[config.mk]
export PLATFORM = sky130hd
export DESIGN_NAME = fp16_exponent_align
export DESIGN_NICKNAME = d
export VERILOG_FILES = /design/src/rtl/fp16_exponent_align.sv
export SDC_FILE = /design/constraint.sdc
export NUM_CORES = 1
export LEC_CHECK = 0
export ABC_AREA = 1
export CORE_MARGIN = 3
export CORE_UTILIZATION = 45
export DETAILED_ROUTE_END_ITERATION = 16
export PLACE_DENSITY_LB_ADDON = 0.05
export SYNTH_ARGS = -nofsm -noshare
export SYNTH_HDL_FRONTEND = slang
export SYNTH_SLANG_ARGS = --single-unit
export TNS_END_PERCENT = 10
[constraint.sdc]
create_clock -name clk -period 5.2 [get_ports clk]
set_clock_uncertainty 0.05 [all_clocks]
set_input_delay 1.04 -clock clk [delete_from_list [all_inputs] [get_ports clk]]
set_output_delay 1.04 -clock clk [all_outputs]
set_load 0.01 [all_outputs]
[src/rtl/fp16_exponent_align.sv]
`default_nettype none
// ============================================================================
// Module   : fp16_exponent_align
// Purpose  : Exponent-compare and significand-alignment stage of the
//            half-precision adder/subtractor. Orders the operand pair by
//            magnitude and forms the exponent difference. It then shifts the
//            smaller significand right one bit per cycle, keeping
//            guard/round/sticky bits, for the significand adder downstream.
// Revision : 1.0 - initial release
// ----------------------------------------------------------------------------
// Ports
//   clk         in   1          rising-edge clock
//   rst_n       in   1          asynchronous, active-low reset
//   in_valid    in   1          operand pair valid
//   in_ready    out  1          block can accept (IDLE only)
//   a, b        in   1+E+M      operands {sign, exp, frac}
//   op_sub      in   1          1 = a-b, 0 = a+b
//   out_valid   out  1          aligned result valid (DONE only)
//   out_ready   in   1          downstream accepts
//   swap        out  1          b is the larger-magnitude operand
//   eff_sub     out  1          effective subtraction
//   sign_big    out  1          sign of the larger operand (after op_sub)
//   exp_big     out  E          effective exponent of the larger operand
//   mant_big    out  M+1        {hidden, frac} of the larger operand
//   mant_small  out  M+4        aligned {hidden, frac, G, R, S} of smaller
//   special     out  1          either exponent is all ones (Inf/NaN)
// ============================================================================
module fp16_exponent_align #(
    parameter int EXP_W = 5,
    parameter int MAN_W = 10
) (
    input  logic                   clk,
    input  logic                   rst_n,
    input  logic                   in_valid,
    output logic                   in_ready,
    input  logic [EXP_W+MAN_W:0]   a,
    input  logic [EXP_W+MAN_W:0]   b,
    input  logic                   op_sub,
    output logic                   out_valid,
    input  logic                   out_ready,
    output logic                   swap,
    output logic                   eff_sub,
    output logic                   sign_big,
    output logic [EXP_W-1:0]       exp_big,
    output logic [MAN_W:0]         mant_big,
    output logic [MAN_W+3:0]       mant_small,
    output logic                   special
);

    // ------------------------------------------------------------------
    // Constants
    // ------------------------------------------------------------------
    localparam int                 c_op_w     = 1 + EXP_W + MAN_W;
    localparam int                 c_vec_w    = MAN_W + 4;
    localparam int                 c_key_w    = EXP_W + 1 + MAN_W;
    // Shifts of this size or more push every bit into sticky.
    localparam logic [EXP_W-1:0]   c_collapse = EXP_W'(c_vec_w);
    localparam logic [EXP_W-1:0]   c_exp_one  = EXP_W'(1);
    localparam logic [EXP_W-1:0]   c_exp_max  = {EXP_W{1'b1}};

    typedef enum logic [1:0] {
        S_IDLE    = 2'd0,
        S_COMPARE = 2'd1,
        S_SHIFT   = 2'd2,
        S_DONE    = 2'd3
    } state_t;

    // ------------------------------------------------------------------
    // State
    // ------------------------------------------------------------------
    state_t               state_q,     state_d;
    logic                 in_ready_q,  in_ready_d;
    logic                 out_valid_q, out_valid_d;
    logic [c_op_w-1:0]    a_q,         a_d;
    logic [c_op_w-1:0]    b_q,         b_d;
    logic                 op_sub_q,    op_sub_d;
    logic [EXP_W-1:0]     cnt_q,       cnt_d;
    logic [c_vec_w-1:0]   vec_q,       vec_d;
    logic                 swap_q,      swap_d;
    logic                 eff_sub_q,   eff_sub_d;
    logic                 sign_big_q,  sign_big_d;
    logic [EXP_W-1:0]     exp_big_q,   exp_big_d;
    logic [MAN_W:0]       mant_big_q,  mant_big_d;
    logic                 special_q,   special_d;

    // ------------------------------------------------------------------
    // Operand unpack (from the captured operands)
    // ------------------------------------------------------------------
    logic                 w_sign_a,    w_sign_b;
    logic [EXP_W-1:0]     w_exp_a,     w_exp_b;
    logic [MAN_W-1:0]     w_frac_a,    w_frac_b;
    logic                 w_hid_a,     w_hid_b;
    logic [EXP_W-1:0]     w_eexp_a,    w_eexp_b;
    logic [c_key_w-1:0]   w_key_a,     w_key_b;

    assign w_sign_a = a_q[c_op_w-1];
    assign w_sign_b = b_q[c_op_w-1];
    assign w_exp_a  = a_q[MAN_W +: EXP_W];
    assign w_exp_b  = b_q[MAN_W +: EXP_W];
    assign w_frac_a = a_q[MAN_W-1:0];
    assign w_frac_b = b_q[MAN_W-1:0];

    // Subnormals have no hidden one and use exponent 1.
    assign w_hid_a  = (w_exp_a != '0);
    assign w_hid_b  = (w_exp_b != '0);
    assign w_eexp_a = w_hid_a ? w_exp_a : c_exp_one;
    assign w_eexp_b = w_hid_b ? w_exp_b : c_exp_one;

    assign w_key_a  = {w_eexp_a, w_hid_a, w_frac_a};
    assign w_key_b  = {w_eexp_b, w_hid_b, w_frac_b};

    // ------------------------------------------------------------------
    // Compare, exponent difference and initial alignment vector
    // ------------------------------------------------------------------
    logic                 w_b_big;
    logic [EXP_W-1:0]     w_exp_big,   w_exp_small;
    logic                 w_hid_big,   w_hid_small;
    logic [MAN_W-1:0]     w_frac_big,  w_frac_small;
    logic [EXP_W-1:0]     w_diff;
    logic                 w_collapse;
    logic [c_vec_w-1:0]   w_vec_raw;
    logic [c_vec_w-1:0]   w_vec_init;
    logic [EXP_W-1:0]     w_cnt_init;
    logic [c_vec_w-1:0]   w_vec_shift;

    // Equal magnitudes keep a as the big operand.
    assign w_b_big      = (w_key_b > w_key_a);

    assign w_exp_big    = w_b_big ? w_eexp_b : w_eexp_a;
    assign w_exp_small  = w_b_big ? w_eexp_a : w_eexp_b;
    assign w_hid_big    = w_b_big ? w_hid_b  : w_hid_a;
    assign w_hid_small  = w_b_big ? w_hid_a  : w_hid_b;
    assign w_frac_big   = w_b_big ? w_frac_b : w_frac_a;
    assign w_frac_small = w_b_big ? w_frac_a : w_frac_b;

    // Two's-complement subtract; never negative because of the ordering.
    assign w_diff       = w_exp_big + ~w_exp_small + c_exp_one;
    assign w_collapse   = (w_diff >= c_collapse);

    assign w_vec_raw    = {w_hid_small, w_frac_small, 3'b000};
    assign w_vec_init   = w_collapse ? {{(c_vec_w-1){1'b0}}, |w_vec_raw}
                                     : w_vec_raw;
    assign w_cnt_init   = w_collapse ? '0 : w_diff;

    // One-bit right shift; the bit leaving position 1 folds into sticky.
    assign w_vec_shift  = {1'b0, vec_q[c_vec_w-1:2], vec_q[1] | vec_q[0]};

    // ------------------------------------------------------------------
    // Next-state logic
    // ------------------------------------------------------------------
    always_comb begin
        state_d    = state_q;
        a_d        = a_q;
        b_d        = b_q;
        op_sub_d   = op_sub_q;
        cnt_d      = cnt_q;
        vec_d      = vec_q;
        swap_d     = swap_q;
        eff_sub_d  = eff_sub_q;
        sign_big_d = sign_big_q;
        exp_big_d  = exp_big_q;
        mant_big_d = mant_big_q;
        special_d  = special_q;

        unique case (state_q)
            S_IDLE: begin
                if (in_valid) begin
                    a_d      = a;
                    b_d      = b;
                    op_sub_d = op_sub;
                    state_d  = S_COMPARE;
                end
            end

            S_COMPARE: begin
                swap_d     = w_b_big;
                eff_sub_d  = w_sign_a ^ w_sign_b ^ op_sub_q;
                // The subtrahend's sign flips when it is the big operand.
                sign_big_d = w_b_big ? (w_sign_b ^ op_sub_q) : w_sign_a;
                exp_big_d  = w_exp_big;
                mant_big_d = {w_hid_big, w_frac_big};
                special_d  = (w_exp_a == c_exp_max) || (w_exp_b == c_exp_max);
                vec_d      = w_vec_init;
                cnt_d      = w_cnt_init;
                state_d    = (w_cnt_init == '0) ? S_DONE : S_SHIFT;
            end

            S_SHIFT: begin
                vec_d = w_vec_shift;
                cnt_d = cnt_q - c_exp_one;
                if (cnt_q == c_exp_one) begin
                    state_d = S_DONE;
                end
            end

            S_DONE: begin
                // Handshake returns to IDLE only; acceptance waits a cycle.
                if (out_ready) begin
                    state_d = S_IDLE;
                end
            end

            default: begin
                state_d = S_IDLE;
            end
        endcase

        // Handshake flags are registered copies of the next state.
        in_ready_d  = (state_d == S_IDLE);
        out_valid_d = (state_d == S_DONE);
    end

    // ------------------------------------------------------------------
    // Registers
    // ------------------------------------------------------------------
    always_ff @(posedge clk or negedge rst_n) begin
        if (!rst_n) begin
            state_q     <= S_IDLE;
            in_ready_q  <= 1'b1;
            out_valid_q <= 1'b0;
            a_q         <= '0;
            b_q         <= '0;
            op_sub_q    <= 1'b0;
            cnt_q       <= '0;
            vec_q       <= '0;
            swap_q      <= 1'b0;
            eff_sub_q   <= 1'b0;
            sign_big_q  <= 1'b0;
            exp_big_q   <= '0;
            mant_big_q  <= '0;
            special_q   <= 1'b0;
        end else begin
            state_q     <= state_d;
            in_ready_q  <= in_ready_d;
            out_valid_q <= out_valid_d;
            a_q         <= a_d;
            b_q         <= b_d;
            op_sub_q    <= op_sub_d;
            cnt_q       <= cnt_d;
            vec_q       <= vec_d;
            swap_q      <= swap_d;
            eff_sub_q   <= eff_sub_d;
            sign_big_q  <= sign_big_d;
            exp_big_q   <= exp_big_d;
            mant_big_q  <= mant_big_d;
            special_q   <= special_d;
        end
    end

    // ------------------------------------------------------------------
    // Outputs
    // ------------------------------------------------------------------
    assign in_ready   = in_ready_q;
    assign out_valid  = out_valid_q;
    assign swap       = swap_q;
    assign eff_sub    = eff_sub_q;
    assign sign_big   = sign_big_q;
    assign exp_big    = exp_big_q;
    assign mant_big   = mant_big_q;
    assign mant_small = vec_q;
    assign special    = special_q;

endmodule
`default_nettype wire

# Yosys cells after proc, flatten, opt, wreduce, memory -nomap -nowiden
# Index checks and enable logic that the tools add are counted.
# classes
muxes	18
mul	0
div_mod_pow	0
eq_ne	7
shifts	0
bitwise_logic	5
order_cmp	2
n_reduce_logical	9
add_sub_neg	3
# op_table
op	n
one-hot mux 14 bit (2 select lines)	1
2-to-1 mux 5 bit	5
2-to-1 mux 10 bit	2
greater-than comparator 16 bit	1
2-to-1 mux 14 bit	1
OR reduction 11 bit	1
== test 5 bit, second input constant	2
one-hot mux 5 bit (2 select lines)	1
nonzero test 5 bit	2
one-hot mux 2 bit (4 select lines)	1
== test 2 bit, second input constant	3
2-to-1 mux 2 bit	3
adder 5 x 1 -> 5 bit, second input constant	1
adder 5 bit	1
== test 5 x 1 -> 1 bit, second input constant	1
greater-or-equal comparator 5 x 4 -> 1 bit, second input constant	1
zero test 5 bit	1
inverter 5 bit	1
subtractor 5 x 1 -> 5 bit, second input constant	1
zero test 2 bit	2
2-to-1 mux 1 bit	4
XOR 1 bit	3
== test 2 x 1 -> 1 bit, second input constant	1
AND reduction 2 bit	1
other kinds (3)	3
# totals
ramBits	0
latch_bits	0
reg_bits	76
elab_cells	58
memories	0
out_inout_bits	36
input_bits	37
rom_bits	0

# Longest topological paths before layout
# depth
word_depth	13
depth_mapped	28
depth_no_buf	28

# Least setup slack after synthesis
# Ideal clock, no wire load.
# synth_timing
path_kind	reg2reg
start	register b_q[13]
end	register out_valid_q (netlist: out_valid)
stages_incl_launch_ff	29
setup_time_ps	125
required_ps	5025
period_less_slack_ps	2996
n_path_buf	0
path_slack_ps	2204
arrival_time_ps	2821
path_cell_list	dfrtp_1 nor2_1 nand4_1 inv_1 nor2_1 inv_1 ha_1 nand2_1 inv_1 nand3_1 nor3_4 nand2_1 nand2_2 nand2_4 nand2_2 nand3_2 ha_1 inv_1 nand2_2 nand2_1 nand2_1 nand2_1 nand2_2 nor2_4 o21ai_2 nand3_1 nand2_1 nand2_1 nor2_2
# synth_between
elab_chain_cells	13
word_cells_on_any_way	14
classes_between	add/sub (2); order compare (2); eq/ne (1); mux (6); bitwise (1); reduce/logical (2)
# synth_lines
element	line	source
start, declared	75	logic [c_op_w-1:0] b_q, b_d;
start signal, assigned	222	b_q <= '0;
start signal, assigned	237	b_q <= b_d;
nonzero test 5 bit	105	assign w_hid_b = (w_exp_b != '0);
2-to-1 mux 5 bit	107	assign w_eexp_b = w_hid_b ? w_exp_b : c_exp_one;
greater-than comparator 16 bit	127	assign w_b_big = (w_key_b > w_key_a);
2-to-1 mux 5 bit	130	assign w_exp_small = w_b_big ? w_eexp_a : w_eexp_b;
inverter 5 bit	137	assign w_diff = w_exp_big + ~w_exp_small + c_exp_one;
adder 5 bit (*)	137	
adder 5 x 1 -> 5 bit (*)	137	
greater-or-equal comparator 5 x 4 -> 1 bit	138	assign w_collapse = (w_diff >= c_collapse);
2-to-1 mux 5 bit (*)	143	assign w_cnt_init = w_collapse ? '0 : w_diff;
zero test 5 bit (*)	185	state_d = (w_cnt_init == '0) ? S_DONE : S_SHIFT;
2-to-1 mux 1 bit (*)	185	
one-hot mux 2 bit (4 select lines) (*)	165	unique case (state_q)
== test 2 bit (*)	210	out_valid_d = (state_d == S_DONE);
via out_valid_d	73	logic out_valid_q, out_valid_d;
end signal, assigned	235	out_valid_q <= out_valid_d;
end, declared	73	
# Mark *: on every way through the listed nets, which the timed path passes. The rest lies on a longest branch.
# A chain may end at the register's enable or synchronous reset.

# Final worst setup path
# layout_timing
start	register b_q[11]
end	register out_valid_q (netlist: out_valid)
# The elaborated chain is that of the path after synthesis.

==> reports/results.ini <==
[critical_path]
slowest_stage=dfrtp_1
cp-end-kind=flip-flop
critPathArrivalTime_ps=4020
worstPathRequired_ps=5390
r2r_setup_slack_ps=1380
criticalPathCategory=reg2reg
crit_top_cell=nand2_1
crit_fanout=42
startpoint_type=flip-flop
timing.critical_path.slowest_cell_delay_ps=390

[route]
drt-pass1-iter-count=5
dr.first_iter.drc_count=166
finalWirelength_mm=10.3
remaining_drc_errors=0
vias_per_cell=5.05
num_vias=3629
wl_per_cell_um=14.4
ant_nets=0

[clocking]
cts_root_buffer=clkbuf_8
cts_sinks=76
post-cts-setup-buffers=0
cts_hold_repair.buffers=0
clk_pin_slew_ps=90
h-tree-depth=3
clk_latency_ps=350
cts_max_path_buffers=2
cts_resized=0
tritoncts=built
cts_buffers=9

[global_route]
grt.overflow.total=0
antenna_found_initial=0
grt_max_degree=77
grt_usage_pct=20.6
grt_pass1_vias=3535
grt_pass1_wl_mm=17.1

[synthesis]
yosysTopAreaCell=dfrtp_1
synthCells=527
yosys_warnings=0
synth_nets=587
synth_area_leaders=dfrtp_1 (44%), a21oi_1 (7.7%), nand2_1 (7.0%)
synth_top_area_share_pct=43.9
ys.flop_type=dfrtp_1
synth_edf_count=0
yosysSeqAreaShare_pct=44.6
async_reset_ff_share_pct=100
synth_area_um2=4270
netlist_top_cells_count=nand2_1 (80), dfrtp_1 (75), nor2_1 (71)
synth_seq_cells=76
avgSynthCellArea_um2=8.10
yosysUniqueCellTypes=38
synth_most_common_cell=nand2_1

[timing]
period_share_pct=73.5
hold_viol_final=0
tns_ps=0
grt_setup_unrepaired=false
period_needed_ps=3820
max_freq_mhz=262
drv_slew=0
setup_viol=0
tightest_slew_ps=972
max_slew_margin_pct=35.2

[floorplan]
start_util_pct=47.6
core_um2=8980
std_cell_rows=34
dieArea_um2=10700
die_y_um=103
ios=73
die_x_um=103

[placed_design]
io_buffers=72
gp_congestion=0.913
dpl.hpwl_mm=7.23

[cells_and_area]
nets=647
n_antenna_cell=0
post-route-util_pct=59.3
syn2layout_area_growth_pct=24.6
drive_gt1_share_pct=10.8

[min_path]
hold_class=reg2reg

[run_status]
status=completed

[job]
maxCapViolCount=0

-- registers in the layout, summed over array words and instances, names as in the netlist, 2 cells and up --
register / cells
b_q: 16
mant_small: 14
exp_big: 5
cnt_q: 5
state_q: 2
a_q: 16
mant_big: 11
-- final timing paths --
path	from	depth (start not counted)	end
max in group asynchronous	rst_n	1	exp_big[3]$_DFFE_PN0P_
min in group asynchronous	rst_n	1	state_q[0]$_DFF_PN0_
hold / removal	swap$_DFFE_PN0P_	2	swap$_DFFE_PN0P_
setup reg to reg	b_q[11]$_DFFE_PN0P_	28	out_valid$_DFF_PN0_
hold reg to reg	swap$_DFFE_PN0P_	2	swap$_DFFE_PN0P_
setup / recovery	b_q[11]$_DFFE_PN0P_	28	out_valid$_DFF_PN0_
-- cell families (layout without fill, tap and decap cells) --
logic type,count (synthesis),count (layout),share of synthesized area (%)
AND/OR/NAND/NOR,214,214,22.8
XOR/XNOR,2,2,0.410
buffers and inverters,86,151,7.91
adder cells (fa/ha/maj),23,23,6.74
AO/OA/AOI/OAI,118,118,15.4
multiplexers,8,8,2.11
flip-flops,76,76,44.6
-- stage by stage --
step | instance area (um^2) | hold WS, ps | std cells | setup slack [ps]
floorplan | 4270 | 451 | 527 | 2200
global placement | 5050 | 421 | 702 | 1560
detailed placement | 5050 | 428 | 702 | 1380
CTS | 5320 | 452 | 718 | 1360
global route | 5320 | 471 | 718 | 977
finish | 5320 | 445 | 718 | 1380
-- layout by cell type (no fill, tap or decap), types with 2 or more instances in the layout --
master           instances
a31oi_1                  5
nand2_1                 79
buf_4                    3
o21ai_0                 27
nand3_2                  8
bufinv_16                4
nor2_1                  71
clkdlybuf4s50_1         71
inv_1                   60
nand3_1                 23
clkbuf_8                 9
dfrtp_1                 75
ha_1                    23
nor3_1                   7
a22oi_1                  2
nand4_1                  6
nand2_2                 12
a21oi_1                 66
mux2_2                   8
a21oi_2                  9
nor2_2                   3
-- routing by layer --
metal,vias to the layer above,part of all wire [%],track usage (%)
met4,0,1.4,6.87
met1,1689,48,29.4
li1,1846,-,-
met5,-,0,0
met2,82,47,31.4
met3,12,4.2,3.96
-- final cells by class --
cell class | count | area (um^2)
sequential | 76 | 1900
clock buffer | 10 | 128
inverter | 61 | 229
fill | 840 | 3660
multi-input combinational | 365 | 2030
clock inverter | 6 | 136
timing repair buffer | 74 | 733
tap | 126 | 158
-- critical path: cells and delay by family (launching register included) --
family | cells | cell delay (ps)
simple gates | 20 | 2310
fa+ha+maj | 2 | 500
buf+inv | 5 | 420
flops | 1 | 390
compound gates | 1 | 90
Power is left out: the tool's default activity adds up to more than one toggle a clock period on the data nets, which glitch-free logic cannot reach.
